[src/rtl/clken_gen.sv]
// Clock-enable generator: fixed 1/2 MHz enables, CPU slot with 1 MHz bus stretch, programmable channel dividers.
// Optional CPU speed selection is compiled in with `define CLKEN_GEN_TURBO_EN.
module clken_gen #(
  parameter int CLK_DIV = 48,
  parameter int NUM_CH  = 4,
  parameter int DIV_W   = 6
) (
  input  logic                    clk_48m,
  input  logic                    reset,
  input  logic                    mhz1_enable,
  input  logic [1:0]              cpu_speed,
  input  logic [NUM_CH*DIV_W-1:0] ch_div,
  output logic [7:0]              frame_cnt,
  output logic                    mhz1_clken,
  output logic                    mhz2_clken,
  output logic                    cpu_cycle,
  output logic                    cpu_clken,
  output logic                    cpu_phi0,
  output logic [NUM_CH-1:0]       ch_clken,
  output logic                    stretch_busy
);

  localparam logic [7:0] FRAME_LAST = 8'(CLK_DIV - 1);
  localparam logic [7:0] HALF_LAST  = 8'(CLK_DIV / 2 - 1);
  localparam logic [7:0] PERIOD_S0  = 8'(CLK_DIV / 2);
  localparam logic [7:0] PERIOD_S1  = 8'(CLK_DIV / 4);
  localparam logic [7:0] PERIOD_S2  = 8'(CLK_DIV / 8);

  localparam logic [1:0] ST_RUN     = 2'd0;
  localparam logic [1:0] ST_WAIT1M  = 2'd1;
  localparam logic [1:0] ST_RELEASE = 2'd2;

  logic [7:0] r_frame;
  logic [7:0] r_phase;
  logic [1:0] r_state;
  logic [1:0] w_state_next;
  logic [1:0] w_speed;
  logic [7:0] w_period;
  logic [7:0] w_half;
  logic       w_frame_end;
  logic       w_mhz1;
  logic       w_mhz2;
  logic       w_cpu_cycle;
  logic       w_phi0;
  logic       w_cpu_grant;
  logic [NUM_CH-1:0] w_ch_hit;

  assign w_frame_end = (r_frame == FRAME_LAST);
  assign w_mhz1      = w_frame_end;
  assign w_mhz2      = w_frame_end || (r_frame == HALF_LAST);

  // NOTE: sequential state is written with non-blocking assignments only, so
  // every always_ff samples the pre-edge value of every other register.
  always_ff @(posedge clk_48m) begin
    if (reset) begin
      r_frame <= 8'd0;
    end else if (w_frame_end) begin
      r_frame <= 8'd0;
    end else begin
      r_frame <= r_frame + 8'd1;
    end
  end

`ifdef CLKEN_GEN_TURBO_EN
  logic [1:0] r_speed;

  // Speed is latched on the last master cycle so it applies from frame slot 0.
  always_ff @(posedge clk_48m) begin
    if (reset) begin
      r_speed <= 2'd0;
    end else if (w_frame_end) begin
      r_speed <= (cpu_speed == 2'd3) ? 2'd0 : cpu_speed;
    end
  end

  assign w_speed = r_speed;
`else
  logic w_unused_cpu_speed;

  assign w_speed            = 2'd0;
  assign w_unused_cpu_speed = ^cpu_speed;
`endif

  always_comb begin
    case (w_speed)
      2'd1:    w_period = PERIOD_S1;
      2'd2:    w_period = PERIOD_S2;
      default: w_period = PERIOD_S0;
    endcase
  end

  assign w_half = w_period >> 1;

  // Phase tracks frame_cnt mod P; P divides the frame, so it realigns at slot 0.
  always_ff @(posedge clk_48m) begin
    if (reset) begin
      r_phase <= 8'd0;
    end else if (w_frame_end || (r_phase == w_period - 8'd1)) begin
      r_phase <= 8'd0;
    end else begin
      r_phase <= r_phase + 8'd1;
    end
  end

  assign w_cpu_cycle = (r_phase == 8'd0);
  assign w_phi0      = (r_phase == 8'd0) || (r_phase > w_half);

  // NOTE: every signal written here gets a default first, so no path leaves it
  // unassigned and no latch is inferred.
  always_comb begin
    w_state_next = r_state;
    w_cpu_grant  = 1'b0;
    case (r_state)
      ST_RUN: begin
        if (w_cpu_cycle) begin
          if (mhz1_enable) begin
            w_state_next = ST_WAIT1M;
          end else begin
            w_cpu_grant = 1'b1;
          end
        end
      end
      ST_WAIT1M: begin
        if (w_mhz1) begin
          w_state_next = ST_RELEASE;
        end
      end
      ST_RELEASE: begin
        if (w_cpu_cycle) begin
          w_cpu_grant  = 1'b1;
          w_state_next = ST_RUN;
        end
      end
      default: w_state_next = ST_RUN;
    endcase
  end

  always_ff @(posedge clk_48m) begin
    if (reset) begin
      r_state <= ST_RUN;
    end else begin
      r_state <= w_state_next;
    end
  end

  for (genvar i = 0; i < NUM_CH; i++) begin : g_ch
    logic [DIV_W-1:0] r_cnt;
    logic [DIV_W-1:0] r_shadow;
    logic [DIV_W-1:0] w_div;

    assign w_div       = ch_div[i*DIV_W +: DIV_W];
    assign w_ch_hit[i] = (r_cnt == r_shadow);

    // Shadow reloads only at period end, so a new divide never truncates a period.
    always_ff @(posedge clk_48m) begin
      if (reset || w_ch_hit[i]) begin
        r_cnt    <= '0;
        r_shadow <= w_div;
      end else begin
        r_cnt <= r_cnt + DIV_W'(1);
      end
    end
  end

  // Outputs are forced low combinationally so they read 0 on the very first reset cycle.
  assign frame_cnt    = reset ? 8'd0 : r_frame;
  assign mhz1_clken   = w_mhz1 & ~reset;
  assign mhz2_clken   = w_mhz2 & ~reset;
  assign cpu_cycle    = w_cpu_cycle & ~reset;
  assign cpu_phi0     = w_phi0 & ~reset;
  assign cpu_clken    = w_cpu_grant & ~reset;
  assign stretch_busy = (r_state != ST_RUN) & ~reset;
  assign ch_clken     = w_ch_hit & {NUM_CH{~reset}};

endmodule

[config.mk]
export PLATFORM = sky130hd
export DESIGN_NAME = clken_gen
export DESIGN_NICKNAME = d
export VERILOG_FILES = /design/src/rtl/clken_gen.sv
export SDC_FILE = /design/constraint.sdc
export NUM_CORES = 1
export LEC_CHECK = 0
export CORE_MARGIN = 1
export CORE_UTILIZATION = 45
export DETAILED_ROUTE_END_ITERATION = 6
export PLACE_DENSITY = 0.69
export SLEW_MARGIN = 40
export SYNTH_ARGS = -nofsm -noshare
export SYNTH_HDL_FRONTEND = slang
export SYNTH_SLANG_ARGS = --single-unit
[constraint.sdc]
create_clock -name clk_48m -period 3.9 [get_ports clk_48m]
set_clock_uncertainty 0.05 [all_clocks]
set_input_delay 0.78 -clock clk_48m [delete_from_list [all_inputs] [get_ports clk_48m]]
set_output_delay 0.78 -clock clk_48m [all_outputs]
set_load 0.005 [all_outputs]
## Word level (Yosys, flattened, before mapping)

Index checks and enable logic that the tools add are counted.

- Input bits: 29
- Flip-flop bits (word level): 66

- Muxes and demuxes: 10
- Equal/unequal tests: 13
- Magnitude comparators: 1
- Bitwise operators: 8
- Add/sub/neg operators: 6
- Reductions and logical operators: 13

Operators by type and width:

| operator | number |
|---|---|
| 6-bit by 1-bit adder with 6-bit output, second input constant | 4 |
| 6-bit equality test | 4 |
| 8-bit by 1-bit adder with 8-bit output, second input constant | 2 |
| 8-bit by 5-bit equality test with 1-bit output, second input constant | 2 |
| 8-bit by 6-bit equality test with 1-bit output, second input constant | 1 |
| 8-bit by 4-bit greater-than comparator with 1-bit output, second input constant | 1 |
| 8-bit logical NOT | 1 |
| 2-bit two-way mux | 4 |
| 8-bit two-way mux | 1 |
| 2-bit != test, second input constant | 4 |
| 1-bit logical OR | 7 |
| 1-bit bitwise AND | 6 |
| 2-bit case mux with 3 select lines | 1 |
| 4-bit bitwise AND | 1 |
| 4-bit AND reduction | 1 |
| 2-bit OR reduction | 2 |
| 1-bit two-way mux | 3 |
| 2-bit by 1-bit equality test with 1-bit output, second input constant | 1 |
| 2-bit equality test, second input constant | 1 |
| 2-bit logical NOT | 1 |
| 1-bit case mux with 2 select lines | 1 |
| 2-bit nonzero test | 1 |
| 1-bit NOT | 1 |

## Longest topological paths before layout

Gate-level depths: netlist of the first run.

- Depth in word-level cells: 4
- Mapped depth: 5

## Worst setup path before layout of the first run

OpenSTA, ideal clock, no wires.

- Path type: input to output
- Start point: in reset
- End point: out cpu_phi0
- Path slack: 1.548 ns
- Buffers on the path: 2
- Arrival: 1.522 ns
- Stages on the path: 4
- Path through: clkbuf_1 inv_1 clkbuf_1 o21a_1

- Cells in the longest elaborated chain, start to end: 2

Ends and longest elaborated chain:

| what | RTL line | source |
|---|---|---|
| start: declaration | 9 | `input logic reset,` |
| 1-bit NOT | 170 | `assign cpu_phi0 = w_phi0 & ~reset;` |
| 1-bit bitwise AND | 170 |  |
| end: declaration | 18 | `output logic cpu_phi0,` |

Every way passes these cells.

## Final worst setup path of the first run

- Start point: in reset
- End point: out cpu_clken

- Cells in the longest elaborated chain, start to end: 2

Ends and longest elaborated chain:

| what | RTL line | source |
|---|---|---|
| 1-bit NOT | 171 | `assign cpu_clken = w_cpu_grant & ~reset;` |
| 1-bit bitwise AND | 171 |  |
| end: declaration | 17 | `output logic cpu_clken,` |

Every way passes these cells.

==> results of run 1 <==
-- metal layers --
metal,track usage,vias to the layer above
li1,-,1122
met1,0.185,1018
met3,0.0485,9
met4,0.0817,0
met2,0.290,41
met5,0,-
-- cells by family (layout without fill, tap and decap cells) --
group           after synthesis  count (layout)  share of synthesized area
xor+xnor                     42              42                      0.123
buf+inv                      11              67                     0.0142
flops                        66              66                      0.521
compound gates               60              60                      0.139
simple gates                 87              87                      0.173
fa+ha+maj                     7               7                     0.0292
-- sequential cells by signal, summed over array words and instances (netlist names) --
name	flops
g_ch.r_cnt	24
g_ch.r_shadow	24
r_frame	8
r_phase	8
r_state	2
-- layout by cell type, fill, tap and decap left out, drive strengths merged, types with 5 or more instances in the layout --
cell	instances
or3	6
clkbuf	12
ha	7
dfxtp	42
nand4	5
and3	5
edfxtp	24
o21ai	12
nor3	8
xor2	16
a21oi	10
clkdlybuf4s50	44
a211oi	20
nand2	9
nand3	15
nor2	11
xnor2	26
nor2b	9
-- power groups by stage --
stage / Clock (mW) / Combinational (mW) / Sequential [mW]
floorplan: 0 / 0.0914 / 0.789
global placement: 0 / 0.144 / 0.796
detailed placement: 0 / 0.146 / 0.796
CTS: 0.617 / 0.147 / 0.781
global route: 0.646 / 0.162 / 0.786
finish: 0.599 / 0.145 / 0.781
-- worst register-to-register path, stage by stage, from the launching register on --
cell	delay, ns
sky130_fd_sc_hd__edfxtp_1	0.37
sky130_fd_sc_hd__xor2_1	0.17
sky130_fd_sc_hd__or4_1	0.58
sky130_fd_sc_hd__o21ai_0	0.63
-- path summary, 6_finish.rpt --
check,end,slack [ns],cells past startpoint
worst max-delay path,cpu_clken,0.72,5
worst min-delay path,r_phase[0],0.45,1
worst max register to register,g_ch[0].r_shadow[1],1.73,3
worst min register to register,r_phase[0],0.45,1
-- stage by stage --
stage	setup WS, ns	cells	instance area (sq um)
6_report	0.725	406	3730
5_1_grt	0.606	406	3730
4_1_cts	0.712	406	3730
3_5_place_dp	0.712	390	3530
3_3_place_gp	0.722	390	3530
2_1_floorplan	1.55	273	3000
-- final cells by class --
class | instances | share of cell area
Sequential cell | 66 | 0.419
Multi-Input combinational cell | 196 | 0.373
Timing Repair Buffer | 47 | 0.124
Clock buffer | 12 | 0.0362
Tap cell | 77 | 0.0258
Clock inverter | 4 | 0.0184
Inverter | 4 | 0.00402
==> results.md, run 1 <==
- The critical path start-end classification is in2out.
- The number of hold-slack violations in the final timing report is 0.
- Summed over all nets, the half-perimeter wirelength after detailed placement is 3820 um.
- The largest incremental delay on the critical path is about 0.53 ns.
- The total count of max-transition violations in the final report is 0.
- Of the total power, registers draw 0.512.
- At the worst endpoint, the required time is 3.07 ns.
- The area growth from synthesis to layout is 24.6%.
- The worst setup path is launched from an input port.
- The most numerous cell type found on the critical path is sky130_fd_sc_hd__clkdlybuf4s50_1.
- Counting I/O delays and the setup requirement, the final critical path takes around 3.2 ns.
- The number of diodes added for antenna fixing is 0.
- The largest individual stage delay along the critical path comes from the cell sky130_fd_sc_hd__clkdlybuf4s50_1.
- The layout cell share with drive strength beyond 1 is 0.0760.
- The startpoint of the most critical hold path is r_phase[0].
- Using the TritonRoute via totals, the vias-per-cell ratio works out to roughly 5.4.
- The final-report setup violation count is 0.
- The footprint of the multi-input gates is ~0.0014 sq mm.
- The post-CTS setup buffer count is 0.
- The total of flip-flops plus latches after synthesis is between 60 and 70.
- Counting flops with a built-in enable in the synthesized netlist gives 24.
- Yosys printed 0 warnings.
- The combined global-route utilization of all metal layers is 0.166.
- The run finished with clean final reports.
- The number of cells produced by synthesis is ~270.
- The root buffer cell chosen for the clock tree is sky130_fd_sc_hd__clkbuf_8.
- The origin of the worst setup path is reset.
- The die area is 0.00699 sq mm.
- The commonest cells after synthesis are sky130_fd_sc_hd__dfxtp_1 (42), sky130_fd_sc_hd__xnor2_1 (26), sky130_fd_sc_hd__edfxtp_1 (24).
- The deepest clock path buffer count is 2.
- The total via count in the routed design is approximately 2200.
- The startpoint identified for the worst register-to-register timing path is g_ch[0].r_shadow[4].
- The total CTS buffers is 9.
- Row generation in the floorplan step produced 29 rows.
- Timing would allow up to approximately 310 MHz.
- The routed design has 5360 um of wire.
- The synthesized design spends more area on one cell type than any other, namely sky130_fd_sc_hd__dfxtp_1.
- The utilization of the core after routing is 0.584.
- The leading cell type by number of instances after synthesis is sky130_fd_sc_hd__dfxtp_1.
- The worst IR drop on VDD is 0.000258 V.
- The insertion delay of the later-clocked pin in the worst-skew pair is 0.34 ns.
- The number of buffers and inverters on the critical path is 3.
- The data arrival time of the critical path is 2.35 ns.
- The most frequently used flop master after synthesis is sky130_fd_sc_hd__dfxtp_1.
- The highest layer touched by signal routing is met4.
- The first-pass iteration count of the detailed router is 4.
- The internal portion of the total power is approximately 1.2 mW.
- The number of global-route vias before repair was 2153.
- Across the whole layout, storage elements account for approximately 0.0016 sq mm.
- The first-pass GRT wire length is 9290 um.
- The average cell area after synthesis is 11.0 sq um.
- After global routing the overflow that remains totals 0.
- The routed length per instance is 13.2 um.
- The number of I/O port buffers is 44.
- In this run the remaining antenna-violating nets after routing total 0.
- In the final design database the tool counted 360 nets.
- The share of total power dissipated in the clock network is 0.393.
- The region available for standard cell placement spans 0.00639 sq mm.
- The netlist area before placement is 0.00300 sq mm.
- The family of cells with the greatest summed delay on the critical path is buffers and inverters.
- The worst pin sits at a relative slew slack of 0.466.
- The switching power summed over all nets is 337 uW.
- After detailed routing, the number of remaining DRC violations is 0.
- In this run, the number of DRC markers left after iteration 0 of detailed routing was 58.
- Of the total power, the share spent switching nets is 0.221.
- The filler cell count in the final layout is 569.
- After detailed routing, the wire length on met1 is between 2000 and 2500 um.
- The clock tree from TritonCTS is done.
- The kind of end point of the critical path is an output port.
- The count of boundary I/O pins is 47.
- The worst hold path belongs to the class reg2reg.
- The die height is 83.6 um.
- The number of nets handed over by synthesis was a little over 300.
- The initial core utilization is 0.469.
- In the synthesized netlist the async set-or-reset flop fraction comes to 0.
- For this design the static power due to leakage is 1.30 nW.
- The power density relative to cell area is 409 mW/mm^2.
- The routed length on met2 is about 2700 um.
- The tightest hold path in the finished design has a slack of 0.448 ns.
- The congestion estimate from routability-driven global placement came to 0.791.
- The total negative slack is 0 ns.
- The share of synthesized area in the top cell type comes to 0.281.
- The slew at the pin closest to its max-slew limit is 0.793 ns.
- The total design power is about 1.5 mW.
- The register area share after synthesis is 0.521.
- The routed wire length on met3 is 186 um.
- The peak fanout along the critical path is 14.
- The final cycle utilization of the critical path is 0.814.
- Clock-pin slew was measured on the worst setup and hold paths at 0.07 ns.
- Setup repair after global routing left no endpoint under its margin.
- The largest net degree at the start of global routing is 26.
- The post-cts sizing count is 0.
- The initial antenna violation count is 0.
- The count of clock tree sinks is 66.
- Max-cap violations in this run came to 0.
- The number of buffers added to fix hold violations after cts is 0.
- The number of different library cells in the post-synthesis netlist is 43.
- The number of H-tree levels is 3.
- The share of total power dissipated in combinational logic is 0.095.
- The x dimension of the die is 83.6 um.
- Traced cell by cell, the critical path runs through clkdlybuf4s50_1 -> buf_4 -> nor3_4 -> nor3b_2 -> clkdlybuf4s50_1.
- By area the synthesized netlist is led by sky130_fd_sc_hd__dfxtp_1 (28%), sky130_fd_sc_hd__edfxtp_1 (24%), sky130_fd_sc_hd__xnor2_1 (7.6%).
Power figures use the tool's default switching activity.
==> run 2, diff against run 1 <==
==> constraint.sdc (replaced) <==
create_clock -name clk_48m -period 3 [get_ports clk_48m]
set_clock_uncertainty 0.05 [all_clocks]
set_input_delay 0.6 -clock clk_48m [delete_from_list [all_inputs] [get_ports clk_48m]]
set_output_delay 0.6 -clock clk_48m [all_outputs]
set_load 0.005 [all_outputs]
==> results.md, run 2 (synthesis gave the netlist of run 1 again) <==
- The number of global-route vias before repair is roughly 2100.
- In this design, the stage delay of the slowest critical-path cell is 0.58 ns.
- The initial core utilization is 0.469.
- Headroom to the max-slew limit came out at 0.447.
- The category of the worst setup path launch point is a register.
- Wires add up to 5700 um.
- At the later pin of the worst-skew pair, clock insertion delay measures 0.34 ns.
- The number of hold-slack violations in the final timing report is 0.
- After the first detailed-routing iteration, the DRC count stood at 82.
- The flow ran to the end, and the final reports show no timing, DRC or antenna violations.
- Of the available clock period, the critical path in the final layout requires 0.942.
- In this run the critical register-to-register path is captured at g_ch[0].r_shadow[1].
- The total CTS buffers is 9.
- The library cell used most frequently in the layout, excluding fill and tap cells, is sky130_fd_sc_hd__clkdlybuf4s50_1.
- In the final layout, the multi-input gates occupy around 0.0014 sq mm.
- The post-route non-filler standard cell count is between 400 and 500.
- Counting the fill cells in the layout gives around 570.
- After detailed routing, the number of vias per cell comes to roughly 5.5.
- The kind of end point of the critical path is an output port.
- In the layout the commonest cells are sky130_fd_sc_hd__clkdlybuf4s50_1 (44), sky130_fd_sc_hd__dfxtp_1 (42), sky130_fd_sc_hd__xnor2_1 (26).
- At the pin with the least slew margin, the transition time is 0.821 ns.
- The core outline area is between 0.006 and 0.007 sq mm.
- The net count of the finished layout is 363.
- The initial antenna violation count is 0.
- The final route contains 2256 vias.
- The minimum clock period after layout is 2.83 ns.
- The die height is 83.6 um.
- The class of the most critical hold timing path is reg2reg.
- The data arrival time of the critical path is 2.18 ns.
- The count of boundary I/O pins is 47.
- At the end of routability-driven placement, the weighted congestion stood at 0.756.
- The layout cell share with drive strength beyond 1 is 0.0934.
- The remaining global-route overflow is 0.
- The combined global-route utilization of all metal layers is 0.176.
- The worst IR drop on VDD is 0.000332 V.
- In this run the number of H-tree levels came out at 3.
- Summing all non-filler instances in the final layout gives an area of ~0.0038 sq mm.
- Along the worst hold path, the cell count comes to 1.
- TritonCTS built the clock tree.
- No sink is reached through more buffers than the 2 on the longest clock path.
- The first global-routing pass estimated 9690 um of wire.
- The count of clock tree sinks is between 60 and 70.
- The number of rows created at floorplan is 29.
- The highest achievable clock rate is 354 MHz.
- The worst hold path begins at r_phase[0].
- Setup total negative slack on the finished layout was measured at 0 ns.
- The number of max-cap violations is 0.
- Relative to the synthesized area, the layout overhead comes to 26.3%.
- Summing all flip-flop and latch instances after layout gives 0.00156 sq mm.
- Counting tap cells, the placed design contains a total of 392 instances.
- The routed length per instance is roughly 14 um.
- The count of buffers added on input and output ports is 44.
- Summed over all cells, the static leakage comes to 1.33 nW.
- On the critical path the largest part of the delay comes from simple AND/OR/NAND/NOR gates.
- From left edge to right edge, the die measures 83.6 um.
- The worst-case register-to-register setup slack is 0.77 ns.
- The register clock-pin slew on the reported worst setup and hold paths is 0.07 ns.
- The final HPWL from detailed placement is approximately 4000 um.
- The signal on the critical path passes through xor2_1 -> or4_1 -> nor3_1 -> clkdlybuf4s50_1.
- The worst reg-to-reg path cell count is 3.
- For the worst setup path, the data required time is 2.35 ns.
- In this run the remaining antenna-violating nets after routing total 0.
- The final-report setup violation count is 0.
- The total count of max-transition violations in the final report is 0.
- The largest registers in the layout are g_ch.r_cnt: 24 flops, g_ch.r_shadow: 24 flops.
- The first detailed-routing pass ran for 5 iterations.
- The worst reg2reg path startpoint is g_ch[0].r_shadow[4].
- The critical path start-end classification is reg2out.
- The repair_antennas step left the layout with diodes totalling 0.
- The peak fanout along the critical path is 3.
- The total DRC errors in the routed layout is 0.
- In this run the power density over the cells is ~540 mW/mm^2.
- The utilization of the core after routing is 0.592.
- The slowest stage of the critical path is the sky130_fd_sc_hd__or4_1 cell.
- The largest net degree at the start of global routing is 18.
- The destination of the worst hold path is r_phase[0].
- Counting both buffers and inverters, the worst setup path holds a total of 1.
- The instance area at placement is 0.00355 sq mm.
- Setup repair after global routing left no endpoint under its margin.
- The root buffer cell chosen for the clock tree is sky130_fd_sc_hd__clkbuf_8.
- The floorplan step defined a die boundary enclosing 0.00699 sq mm.
==> run 2: cell count changes in the layout (fill, tap and decap cells not counted), sizes merged <==
cell	delta
buf	+3
clkbuf	-1
clkinvlp	+1
==> run 2: per-stage QoR <==
step | total power [mW] | setup WS [ns] | hold slack [ns]
floorplan | 1.14 | 0.980 | 0.399
global placement | 1.23 | 0.179 | 0.429
detailed placement | 1.23 | 0.154 | 0.433
CTS | 2.05 | 0.0867 | 0.443
global route | 2.12 | 0.0655 | 0.472
finish | 2.04 | 0.174 | 0.445
==> run 2: report_power, final <==
part	total (mW)	internal (mW)	switching [mW]
Clock	0.826	0.488	0.338
Sequential	1.02	0.975	0.0411
Combinational	0.199	0.111	0.0877
Total	2.04	1.57	0.467
==> run 2: final cells by class <==
class	instances	share of cell area
clock buffer	11	0.0374
clock inverter	5	0.0205
inverter	4	0.00397
multi-input combinational	196	0.368
sequential	66	0.413
tap	77	0.0255
timing repair buffer	50	0.132
==> run 2: how the worst max path moves through the flow <==
stage	startpoint	endpoint	slack (ns)	depth (start not counted)
after floorplan	g_ch[0].r_shadow[4]	g_ch[0].r_shadow[0]	0.98	3
after global placement	reset	ch_clken[0]	0.18	4
after detailed placement	reset	ch_clken[2]	0.15	4
after CTS	r_phase[0]	cpu_clken	0.09	6
after global routing	r_phase[0]	cpu_clken	0.07	6
final	g_ch[0].r_shadow[4]	ch_clken[0]	0.17	4
==> run 2: timing repair <==
item	in CTS	in global routing
setup buffers	0	1
gates resized for setup	0	1
endpoints found under the hold margin	0	0
hold buffers	0	0
endpoints found under the setup margin	0	1
==> run 2: layer usage <==
layer,track usage,part of all wire,up-vias
li1,-,-,1125
met1,0.207,0.44,1062
met2,0.290,0.49,53
met3,0.0514,0.043,16
met4,0.0894,0.023,0
met5,0,0,-
